===== config.mk =====
export PLATFORM = sky130hd
export DESIGN_NAME = uart_rx
export DESIGN_NICKNAME = d
export VERILOG_FILES = /design/src/rtl/uart_pkg.sv /design/src/rtl/uart_sync2.sv /design/src/rtl/uart_rx.sv
export SDC_FILE = /design/constraint.sdc
export NUM_CORES = 1
export LEC_CHECK = 0
export BUFFER_PORTS_ARGS = -buffer_cell sky130_fd_sc_hd__buf_2
export CORE_MARGIN = 2
export CORE_UTILIZATION = 57
export DETAILED_ROUTE_END_ITERATION = 8
export PLACE_DENSITY = 0.78
export SLEW_MARGIN = 20
export SYNTH_ARGS = -nofsm -noshare
export SYNTH_HDL_FRONTEND = slang
export SYNTH_SLANG_ARGS = --single-unit

===== constraint.sdc =====
create_clock -name clk -period 2.1 [get_ports clk]
set_input_delay 0.105 -clock clk [delete_from_list [all_inputs] [get_ports clk]]
set_output_delay 0.105 -clock clk [all_outputs]
set_load 0.03 [all_outputs]

===== src/rtl/uart_pkg.sv =====
// Shared UART definitions: frame defaults, RX state encoding and
// the oversample tick positions used to find the middle of a bit.
package uart_pkg;

    localparam int UART_OVERSAMPLE = 16;
    localparam int UART_DATA_BITS  = 8;

    typedef enum logic [2:0] {
        IDLE,
        START,
        DATA,
        STOP,
        WAIT_HIGH
    } rx_state_t;

    // Tick index at the middle of the start bit, counted from its detection.
    function automatic int mid_start(input int os);
        return os / 2 - 1;
    endfunction

    // Tick index one full bit period after the previous mid-bit sample.
    function automatic int mid_bit(input int os);
        return os - 1;
    endfunction

    localparam int MID_START = UART_OVERSAMPLE / 2 - 1;
    localparam int MID_BIT   = UART_OVERSAMPLE - 1;

endpackage


===== src/rtl/uart_sync2.sv =====
// Two-flop synchronizer for a single asynchronous input.
// The reset value should match the input's idle level.
module uart_sync2 #(
    parameter logic RST_VAL = 1'b1
) (
    input  logic clk,
    input  logic reset,
    input  logic d,
    output logic q
);

    logic meta;

    always_ff @(posedge clk or posedge reset) begin
        if (reset) begin
            meta <= RST_VAL;
            q    <= RST_VAL;
        end else begin
            meta <= d;
            q    <= meta;
        end
    end

endmodule


===== src/rtl/uart_rx.sv =====
// 8N1 UART receiver: 16x oversampled, start/stop validation,
// valid/ready byte output with framing and overrun pulses.
module uart_rx
    import uart_pkg::*;
#(
    parameter int OVERSAMPLE = UART_OVERSAMPLE,
    parameter int DATA_BITS  = UART_DATA_BITS
) (
    input  logic                 clk,
    input  logic                 reset,
    input  logic                 iRX_BAUD16_tick,
    input  logic                 iRX_SERIAL,
    input  logic                 iABORT,
    input  logic                 iRX_READY,
    output logic [DATA_BITS-1:0] oRX_DATA,
    output logic                 oRX_VALID,
    output logic                 oFRAME_ERR,
    output logic                 oOVERRUN,
    output logic                 oBUSY
);

    localparam int TW = $clog2(OVERSAMPLE);
    localparam logic [TW-1:0] T_HALF = TW'(mid_start(OVERSAMPLE));
    localparam logic [TW-1:0] T_FULL = TW'(mid_bit(OVERSAMPLE));
    localparam logic [2:0]    B_LAST = 3'(DATA_BITS - 1);

    rx_state_t            state;
    logic [TW-1:0]        tick_cnt;
    logic [2:0]           bit_cnt;
    logic [DATA_BITS-1:0] shift;
    logic                 rx_s;

    uart_sync2 #(.RST_VAL(1'b1)) u_sync (
        .clk   (clk),
        .reset (reset),
        .d     (iRX_SERIAL),
        .q     (rx_s)
    );

    assign oBUSY = (state != IDLE);

    always_ff @(posedge clk or posedge reset) begin
        if (reset) begin
            state      <= IDLE;
            tick_cnt   <= '0;
            bit_cnt    <= '0;
            shift      <= '0;
            oRX_DATA   <= '0;
            oRX_VALID  <= 1'b0;
            oFRAME_ERR <= 1'b0;
            oOVERRUN   <= 1'b0;
        end else begin
            oFRAME_ERR <= 1'b0;
            oOVERRUN   <= 1'b0;
            if (oRX_VALID && iRX_READY) begin
                oRX_VALID <= 1'b0;
            end
            if (iABORT) begin
                state    <= IDLE;
                tick_cnt <= '0;
                bit_cnt  <= '0;
                shift    <= '0;
            end else if (iRX_BAUD16_tick) begin
                unique case (state)
                    IDLE: begin
                        if (!rx_s) begin
                            state    <= START;
                            tick_cnt <= '0;
                        end
                    end
                    START: begin
                        if (tick_cnt == T_HALF) begin
                            // A high line here means the falling edge was noise.
                            state    <= rx_s ? IDLE : DATA;
                            tick_cnt <= '0;
                            bit_cnt  <= '0;
                        end else begin
                            tick_cnt <= tick_cnt + 1'b1;
                        end
                    end
                    DATA: begin
                        tick_cnt <= tick_cnt + 1'b1;
                        if (tick_cnt == T_FULL) begin
                            shift   <= {rx_s, shift[DATA_BITS-1:1]};
                            bit_cnt <= bit_cnt + 1'b1;
                            if (bit_cnt == B_LAST) begin
                                state    <= STOP;
                                tick_cnt <= '0;
                            end
                        end
                    end
                    STOP: begin
                        tick_cnt <= tick_cnt + 1'b1;
                        if (tick_cnt == T_FULL) begin
                            tick_cnt <= '0;
                            if (rx_s) begin
                                state <= IDLE;
                                if (!oRX_VALID || iRX_READY) begin
                                    oRX_DATA  <= shift;
                                    oRX_VALID <= 1'b1;
                                end else begin
                                    oOVERRUN <= 1'b1;
                                end
                            end else begin
                                oFRAME_ERR <= 1'b1;
                                state      <= WAIT_HIGH;
                            end
                        end
                    end
                    WAIT_HIGH: begin
                        // Hold off until the line idles so a break cannot restart.
                        if (rx_s) begin
                            state <= IDLE;
                        end
                    end
                    default: begin
                        state <= IDLE;
                    end
                endcase
            end
        end
    end

endmodule


==> impl_metrics.toml, run 1 <==
[outcome]
status = "finished clean"

[critical_path]
required_ns = 2.32
crit_arrival_ns = 2.07
startpoint_type = "flip-flop"
path_class = "flip-flop to flip-flop"
crit_path_max_incr_delay_ns = 0.51
cp_slowest_cell = "dfrtp_1"
critical_path_cell_count = 4
worstPathCellList = "or2_1 -> o21ai_0 -> nor3b_4 -> mux2_2"
cp-end-kind = "flip-flop"
worstPathMaxFanout = 9
reg2reg_depth = 4
path_buf_inv = 0
cp_top_family = "simple AND/OR/NAND/NOR gates"

[clock_tree]
numCtsBuffers = 5
clk_pin_slew_ns = 0.10
cts_repair_resize_count = 0
cts_tree = "yes"
numClockSinks = 31
htree_levels = 2
cts-root-buf = "clkbuf_4"
clk_latency_ns = 0.32
clockBufferDepth = 2

[synth]
syn-cell-area_um2 = 1550
synthAdderAreaFrac = 0.02421
synthSimpleGateAreaFrac = 0.2195
synth_common_cells = "dfrtp_1, nand2_1, mux2_2"
synth-seq-area-share = 0.5020
synth-compound-area-share = 0.1235
synth_cell_types = 42
synth_top_family_by_area = "simple AND/OR/NAND/NOR gates"
yosys.area.top_type = "dfrtp_1"
ys_seq_elements = 31
synth_top_area_share = 0.4681
avgSynthCellArea_um2 = 10.99
synth_ff_type = "dfrtp_1"
async_flop_share = 1.000
synth.net_count = 150
synthCells = 141
synthXorXnorAreaFrac = 0.005650
yosysMostFrequentCell = "dfrtp_1"
yosysWarnings = 0
synth_edf_count = 0
synthTopCellsByArea = "dfrtp_1, mux2_2, a22o_1, dfstp_2, nand2_1"
synth_mux_area_frac = 0.09201

[sta]
skew_ns = 0.007235
maxSlewViolCount = 0
setup_tns_ns = 0
fmax_mhz = 539.0
setup-violations-final = 0
post-route-period-util = 0.8835
finalHoldViolations = 0
grt_setup_unrepaired = "false"
slew_headroom = 0.6784
setup_ws_ns = 0.2447
max_slew.worst_pin.slew_ns = 0.4807
fin_crit_ns = 1.855

[global_routing]
antenna_found_initial = 0
overflow = 0
busiest_layer = "met2"
grt_util_met1 = 0.2938
use_met2 = 0.3092
grt_use_total = 0.2131
grt_max_degree = 32
grt.met3_usage = 0.06512
grt_pass1_vias = 1117
grt_pass1_wl_um = 5154

[placement]
gp_congestion = 0.9208
dp.cells = 185
portBuffers = 17
dp_hpwl_um = 2073
pre_cts_ws_ns = 0.2901

[drt]
antenna_left = 0
first_pass_iters = 4
wirelength_um = 2920
via_per_inst = 5.846
via_count = 1140
first_iter_violations = 28
drc_errors = 0
wl_per_cell_um = 14.97

[die]
dieWidth_um = 56.15
die-area_um2 = 3153
rows = 18
ios = 18
die_h_um = 56.15
core_um2 = 2522
start_util = 0.6146

[final_layout]
stdcell_count = 195
final_util = 0.6959
drive_gt1_frac = 0.2970
nets = 173
antennaDiodeCount = 0
area_growth_pct = 13.24

[min_path]
hp-class = "input port to flip-flop"
min_path_cells = 3

[pwr]
p_leak_nw = 0.8505
p_per_area_nw_per_um2 = 649.8
ir_drop_v = 0.0005373

[run]
maxCapViolCount = 0
per-layer routing:
layer,wire [µm],vias up
met5,0,-
met4,60,0
met3,164,8
met2,1353,41
met1,1341,541
li1,-,550
per-stage QoR:
stage | area, µm² | total power, mW | hold WS, ns
2_1_floorplan | 1550 | 0.7186 | 0.1095
5_1_grt | 1755 | 1.199 | 0.08188
4_1_cts | 1755 | 1.152 | 0.05432
6_report | 1755 | 1.141 | 0.06450
3_3_place_gp | 1663 | 0.7470 | 0.1947
3_5_place_dp | 1663 | 0.7510 | 0.2041
area by class of cell:
| type | instances | area, µm² |
|---|---|---|
| Sequential cell | 31 | 778.2 |
| Fill cell | 201 | 767.0 |
| Multi-Input combinational cell | 100 | 720.7 |
| Timing Repair Buffer | 23 | 135.1 |
| Clock buffer | 7 | 65.06 |
| Tap cell | 30 | 37.54 |
| Inverter | 3 | 11.26 |
| Clock inverter | 1 | 7.507 |
cell families after synthesis:
kind of cell,count (synthesis)
flops,31
simple gates,56
fa+ha+maj,3
compound gates,27
xor+xnor,1
mux,13
buf+inv,10
cells in the final DEF (no fill, tap or decap), drive strengths merged, types with 2 or more instances in the layout:
master        n
dfrtp        29
buf          21
nand2        13
mux2         10
nor2          8
nand2b        7
a22o          7
clkbuf        7
a21oi         6
o21ai         5
nor3          5
or2           5
nand3         4
nor2b         4
inv           3
mux2i         3
ha            3
nand3b        2
or3           2
o211ai        2
dlygate4sd3   2
dfstp         2
nand4         2
report_power, final:
| part | internal [mW] | switching (mW) |
|---|---|---|
| clock | 0.196 | 0.203 |
| sequential | 0.608 | 0.0170 |
| combinational | 0.0466 | 0.0709 |
| total | 0.850 | 0.290 |
sequential cells by signal, summed over array words and instances, names as in the netlist:
| signal | flops |
|---|---|
| oRX_DATA | 8 |
| shift | 8 |
| tick_cnt | 4 |
| bit_cnt | 3 |
| state | 3 |
| oFRAME_ERR | 1 |
| oOVERRUN | 1 |
| oRX_VALID | 1 |
| u_sync.meta | 1 |
| u_sync.q | 1 |
worst min-delay path, delay by kind of cell:
| family | cells | cell delay, ns |
|---|---|---|
| buf+inv | 1 | 0.07 |
| simple gates | 2 | 0.19 |
timing repair:
item | 4_1_cts | 5_1_grt
endpoints found under the hold margin | 30 | 0
hold buffers | 2 | 0
buffers inserted | 0 | 0
worst paths after layout:
check                            startpoint           to  slack, ns
worst max-delay path            tick_cnt[3]   bit_cnt[0]       0.24
worst min-delay path              iRX_READY     oOVERRUN       0.06
worst max register to register  tick_cnt[3]   bit_cnt[0]       0.24
worst min register to register  u_sync.meta     u_sync.q       0.37
max in group asynchronous             reset  u_sync.meta       1.38
min in group asynchronous             reset     state[0]       0.40
Power figures use the tool's default switching activity.
==> run 2: changes to the inputs <==
--- a/config.mk
+++ b/config.mk
@@ -5,11 +5,11 @@
 export SDC_FILE = /design/constraint.sdc
 export NUM_CORES = 1
 export LEC_CHECK = 0
-export BUFFER_PORTS_ARGS = -buffer_cell sky130_fd_sc_hd__buf_2
 export CORE_MARGIN = 2
-export CORE_UTILIZATION = 57
+export CORE_UTILIZATION = 60
 export DETAILED_ROUTE_END_ITERATION = 8
-export PLACE_DENSITY = 0.78
+export DONT_BUFFER_PORTS = 1
+export PLACE_DENSITY = 0.76
 export SLEW_MARGIN = 20
 export SYNTH_ARGS = -nofsm -noshare
 export SYNTH_HDL_FRONTEND = slang
==> run 2 against run 1 <==
  * Worst setup slack improved by 0.017 ns
  * Non-clock buffer count decreased by 15
  * Core utilization decreased by 0.68 points
  * Sequential power about the same
  * Hold slack got worse by 0.054 ns
  * Die area decreased by 4.6%
  * Critical endpoint is now oRX_DATA[2]
  * Highest routed layer unchanged
==> impl_metrics.toml, run 2 (synthesis results as in run 1) <==
[outcome]
status = "finished clean"

[critical_path]
critical_path_cell_count = 4
cp-end-kind = "flip-flop"
r2r_slack_ns = 0.26
cp_slowest_cell = "nor3_4"
startpoint_type = "flip-flop"
reg2reg_to = "oRX_DATA[2]"
crit_arrival_ns = 2.06
path_class = "flip-flop to flip-flop"
worstPathCellList = "ha_1 -> nand4_4 -> nor3_4 -> mux2_2"
reg2reg_depth = 4
required_ns = 2.32
worstPathMaxFanout = 8
timing.rr.start = "tick_cnt[0]"
crit_path_max_incr_delay_ns = 0.44
cp_top_family = "simple AND/OR/NAND/NOR gates"
path_buf_inv = 0

[global_routing]
grt_max_degree = 32
grt_pass1_vias = 992
grt_pass1_wl_um = 4671
grt_use_total = 0.2336
antenna_found_initial = 0
overflow = 0

[pwr]
ir_drop_v = 0.0006069
p_per_area_nw_per_um2 = 691.8
p_leak_nw = 0.7727

[final_layout]
multiInputGateArea_um2 = 720.7
layout_common_cells = "dfrtp_1, nand2_1, mux2_2"
final_common_cell = "dfrtp_1"
reg.largest.list = "oRX_DATA x8, shift x8, tick_cnt x4"
area_growth_pct = 9.120
drive_gt1_frac = 0.1946
final_area_um2 = 1692
nets = 158
seq_area_um2 = 778.2
fillers = 188
antennaDiodeCount = 0

[die]
core_um2 = 2455
start_util = 0.6315
die-area_um2 = 3006
ios = 18
rows = 18
dieWidth_um = 54.83
die_h_um = 54.83

[drt]
wirelength_um = 2958
first_pass_iters = 4
first_iter_violations = 16
antenna_left = 0
via_count = 1097
wl_per_cell_um = 16.53
drc_errors = 0
via_per_inst = 6.128

[sta]
finalHoldViolations = 0
setup_tns_ns = 0
setup-violations-final = 0
grt_setup_unrepaired = "false"
fmax_mhz = 544.1
max_slew.worst_pin.slew_ns = 0.5077
maxSlewViolCount = 0
slew_headroom = 0.6615
fin_crit_ns = 1.838
post-route-period-util = 0.8752
skew_ns = 0.008938

[clock_tree]
htree_levels = 2
numClockSinks = 31
clk_pin_slew_ns = 0.09
numCtsBuffers = 5
clockBufferDepth = 2
clk_latency_ns = 0.33
cts_tree = "yes"
cts-root-buf = "clkbuf_4"

[min_path]
hp-class = "input port to flip-flop"
min_from = "iRX_BAUD16_tick"
min_path_cells = 3
min_delay_worst_endpoint = "state[1]"

[placement]
dp_hpwl_um = 1971
gp_congestion = 0.9533
postPlaceCellArea_um2 = 1570
portBuffers = 0

[run]
maxCapViolCount = 0
[run 2: changes by cell type in the layout (fill, tap and decap cells not counted), sizes merged]
cell / before / now
clkbuf: 7 / 6
bufinv: 0 / 1
clkinvlp: 1 / 0
buf: 21 / 3
dlygate4sd3: 2 / 5
[run 2: repair_timing]
item | in CTS | in global routing
setup buffers | 0 | 0
resized for setup | 0 | 0
hold buffers | 5 | 0
endpoints found under the hold margin | 42 | 0
[run 2: worst max path at each step]
| stage | end | from |
|---|---|---|
| floorplan | oRX_DATA[0] | tick_cnt[0] |
| global placement | oRX_DATA[7] | tick_cnt[0] |
| detailed placement | oRX_DATA[2] | tick_cnt[0] |
| CTS | oRX_DATA[2] | tick_cnt[0] |
| global route | oRX_DATA[4] | tick_cnt[0] |
| finish | oRX_DATA[2] | tick_cnt[0] |
[run 2: cell type report]
type / count / area share
Sequential cell: 31 / 0.4601
Multi-Input combinational cell: 100 / 0.4260
Timing Repair Buffer: 8 / 0.04290
Clock buffer: 6 / 0.02441
Tap cell: 30 / 0.02219
Clock inverter: 1 / 0.01775
Inverter: 3 / 0.006657
[run 2: report_power, final]
group	total (mW)	internal (mW)	switching, mW
clock	0.435	0.245	0.189
sequential	0.625	0.608	0.0169
combinational	0.111	0.0438	0.0669
[run 2: through the flow]
step / setup slack [ns] / hold slack [ns] / cells / util / power, mW
floorplan: 0.4683 / 0.1095 / 141 / - / 0.7186
global placement: 0.3443 / 0.08766 / 167 / 0.6397 / 0.7326
detailed placement: 0.2472 / 0.09867 / 167 / 0.6397 / 0.7351
CTS: 0.2194 / 0.003985 / 179 / 0.6891 / 1.186
global route: 0.1498 / 0.02015 / 179 / 0.6891 / 1.225
finish: 0.2620 / 0.01057 / 179 / 0.6891 / 1.170
[run 2: routing by layer]
layer / up-vias / track usage / routed length (µm)
met5: - / 0 / 0
met1: 533 / 0.2913 / 1265
met3: 4 / 0.09836 / 211
li1: 520 / - / -
met4: 0 / 0.1083 / 41
met2: 40 / 0.3492 / 1440
[run 2: worst register-to-register path: cells and delay by family (launching register included)]
family / cells / cell delay [ns]
simple gates: 2 / 0.62
flops: 1 / 0.40
mux: 1 / 0.39
fa+ha+maj: 1 / 0.31
==> run 3: changes to the inputs <==
--- a/config.mk
+++ b/config.mk
@@ -10,6 +10,7 @@
 export DETAILED_ROUTE_END_ITERATION = 8
 export DONT_BUFFER_PORTS = 1
 export PLACE_DENSITY = 0.76
+export SETUP_SLACK_MARGIN = 0.4
 export SLEW_MARGIN = 20
 export SYNTH_ARGS = -nofsm -noshare
 export SYNTH_HDL_FRONTEND = slang
==> constraint.sdc (replaced) <==
create_clock -name clk -period 2.1 [get_ports clk]
set_input_delay 0.105 -clock clk [delete_from_list [all_inputs] [get_ports clk]]
set_output_delay 0.105 -clock clk [all_outputs]
set_load 0.01 [all_outputs]
==> run 3 against run 2 <==
  * Via count rose by 0.73%
  * Register-to-register slack better by 0.18 ns
  * Sequential power barely moved
  * Critical path depth unchanged
  * Wire length rose by 2.2%
  * Worst setup slack improved by 0.18 ns
  * Final cell count is 2.2% higher
==> impl_metrics.toml, run 3 (synthesis results as in run 1) <==
[run]
maxCapViolCount = 0

[die]
dieWidth_um = 54.83
core_um2 = 2455
die_h_um = 54.83
rows = 18
die-area_um2 = 3006
start_util = 0.6315
ios = 18

[sta]
setup_tns_ns = 0
fin_crit_ns = 1.662
fmax_mhz = 601.8
skew_ns = 0.007777
setup-violations-final = 0
grt_setup_unrepaired = "true"
slew_headroom = 0.6574
max_slew.worst_pin.slew_ns = 0.5139
hold-worst-slack_ns = 0.01093
finalHoldViolations = 0
post-route-period-util = 0.7913
maxSlewViolCount = 0

[global_routing]
antenna_found_initial = 0
grt_pass1_wl_um = 4719
grt_use_total = 0.2365
overflow = 0
grt_pass1_vias = 991
grt_max_degree = 32

[critical_path]
r2r_slack_ns = 0.44
required_ns = 2.32
crit_path_max_incr_delay_ns = 0.48
cp-end-kind = "flip-flop"
reg2reg_to = "bit_cnt[0]"
path_class = "flip-flop to flip-flop"
timing.rr.start = "tick_cnt[3]"
reg2reg_depth = 4
path_buf_inv = 0
cp_top_family = "simple AND/OR/NAND/NOR gates"
crit_arrival_ns = 1.89
worstPathMaxFanout = 9
cp_slowest_cell = "dfrtp_2"
startpoint_type = "flip-flop"
worstPathCellList = "or2_1 -> o21ai_0 -> nor3b_4 -> mux2_2"

[final_layout]
final_common_cell = "dfrtp_1"
stdcell_count = 183
drive_gt1_frac = 0.2353
area_growth_pct = 12.83
nets = 162
reg.largest.list = "oRX_DATA x8, shift x8, tick_cnt x4"
layout_common_cells = "dfrtp_1, nand2_1, mux2_2"
antennaDiodeCount = 0

[placement]
portBuffers = 0
dp.cells = 167
gp_congestion = 0.9533
dp_hpwl_um = 1971

[min_path]
hp-class = "input port to flip-flop"
min_delay_worst_endpoint = "state[1]"
min_from = "iRX_BAUD16_tick"
min_path_cells = 3

[drt]
antenna_left = 0
via_per_inst = 6.038
first_iter_violations = 23
wl_per_cell_um = 16.51
wirelength_um = 3022
via_count = 1105
drc_errors = 0
first_pass_iters = 6

[pwr]
ir_drop_v = 0.0006038
p_leak_nw = 0.7907
p_per_area_nw_per_um2 = 672.3

[clock_tree]
numClockSinks = 31
cts-root-buf = "clkbuf_4"
clockBufferDepth = 2
numCtsBuffers = 5
clk_latency_ns = 0.33
htree_levels = 2
cts_tree = "yes"
clk_pin_slew_ns = 0.09

[outcome]
status = "finished clean"
-- run 3: cell count changes in the layout (fill, tap and decap cells not counted), sizes merged --
cell	delta
buf	+4
-- run 3: cell type report --
class	count	area [µm²]
fillers	180	705.7
multi-input cells	100	745.7
clock inverters	1	30.03
well taps	30	37.54
inverters	3	11.26
flip-flops and latches	31	780.7
repair buffers	12	102.6
clock buffers	6	41.29
-- run 3: where the power goes --
group | total (mW) | switching, mW | internal (mW) | leakage [nW]
sequential | 0.627 | 0.0184 | 0.609 | 0.421
clock | 0.437 | 0.192 | 0.245 | 0.0383
combinational | 0.112 | 0.0645 | 0.0473 | 0.331
total | 1.18 | 0.275 | 0.901 | 0.791
-- run 3: worst max path at each step --
| stage | startpoint | end | slack, ns | cells after the start |
|---|---|---|---|---|
| floorplan | tick_cnt[0] | oRX_DATA[0] | 0.47 | 4 |
| global placement | tick_cnt[0] | oRX_DATA[7] | 0.34 | 4 |
| detailed placement | tick_cnt[0] | oRX_DATA[2] | 0.25 | 4 |
| CTS | tick_cnt[0] | oRX_DATA[4] | 0.41 | 5 |
| global route | bit_cnt[0] | tick_cnt[0] | 0.37 | 6 |
| finish | tick_cnt[3] | bit_cnt[0] | 0.44 | 4 |
-- run 3: what timing repair did --
item,CTS,global route
pin swaps,1,2
endpoints found under the setup margin,10,19
hold buffers,5,0
setup buffers,3,1
endpoints found under the hold margin,42,0
gates resized for setup,2,4
-- run 3: stage by stage --
step | util | setup slack, ns | cell area (µm²) | power (mW)
CTS | 0.7008 | 0.4090 | 1720 | 1.182
finish | 0.7125 | 0.4382 | 1749 | 1.176
global route | 0.7125 | 0.3717 | 1749 | 1.228
floorplan | - | 0.4683 | 1550 | 0.7129
global placement | 0.6397 | 0.3443 | 1570 | 0.7269
detailed placement | 0.6397 | 0.2472 | 1570 | 0.7294
-- run 3: tightest hold or removal path, delay by kind of cell --
kind / cells / cell delay, ns
simple gates: 1 / 0.04
compound gates: 2 / 0.15
-- run 3: per-layer routing --
layer	track usage	routed length (µm)	vias to the layer above
met5	0	0	-
met4	0.1083	59	0
met3	0.09563	213	7
met2	0.3472	1441	43
met1	0.3037	1308	528
li1	-	-	527
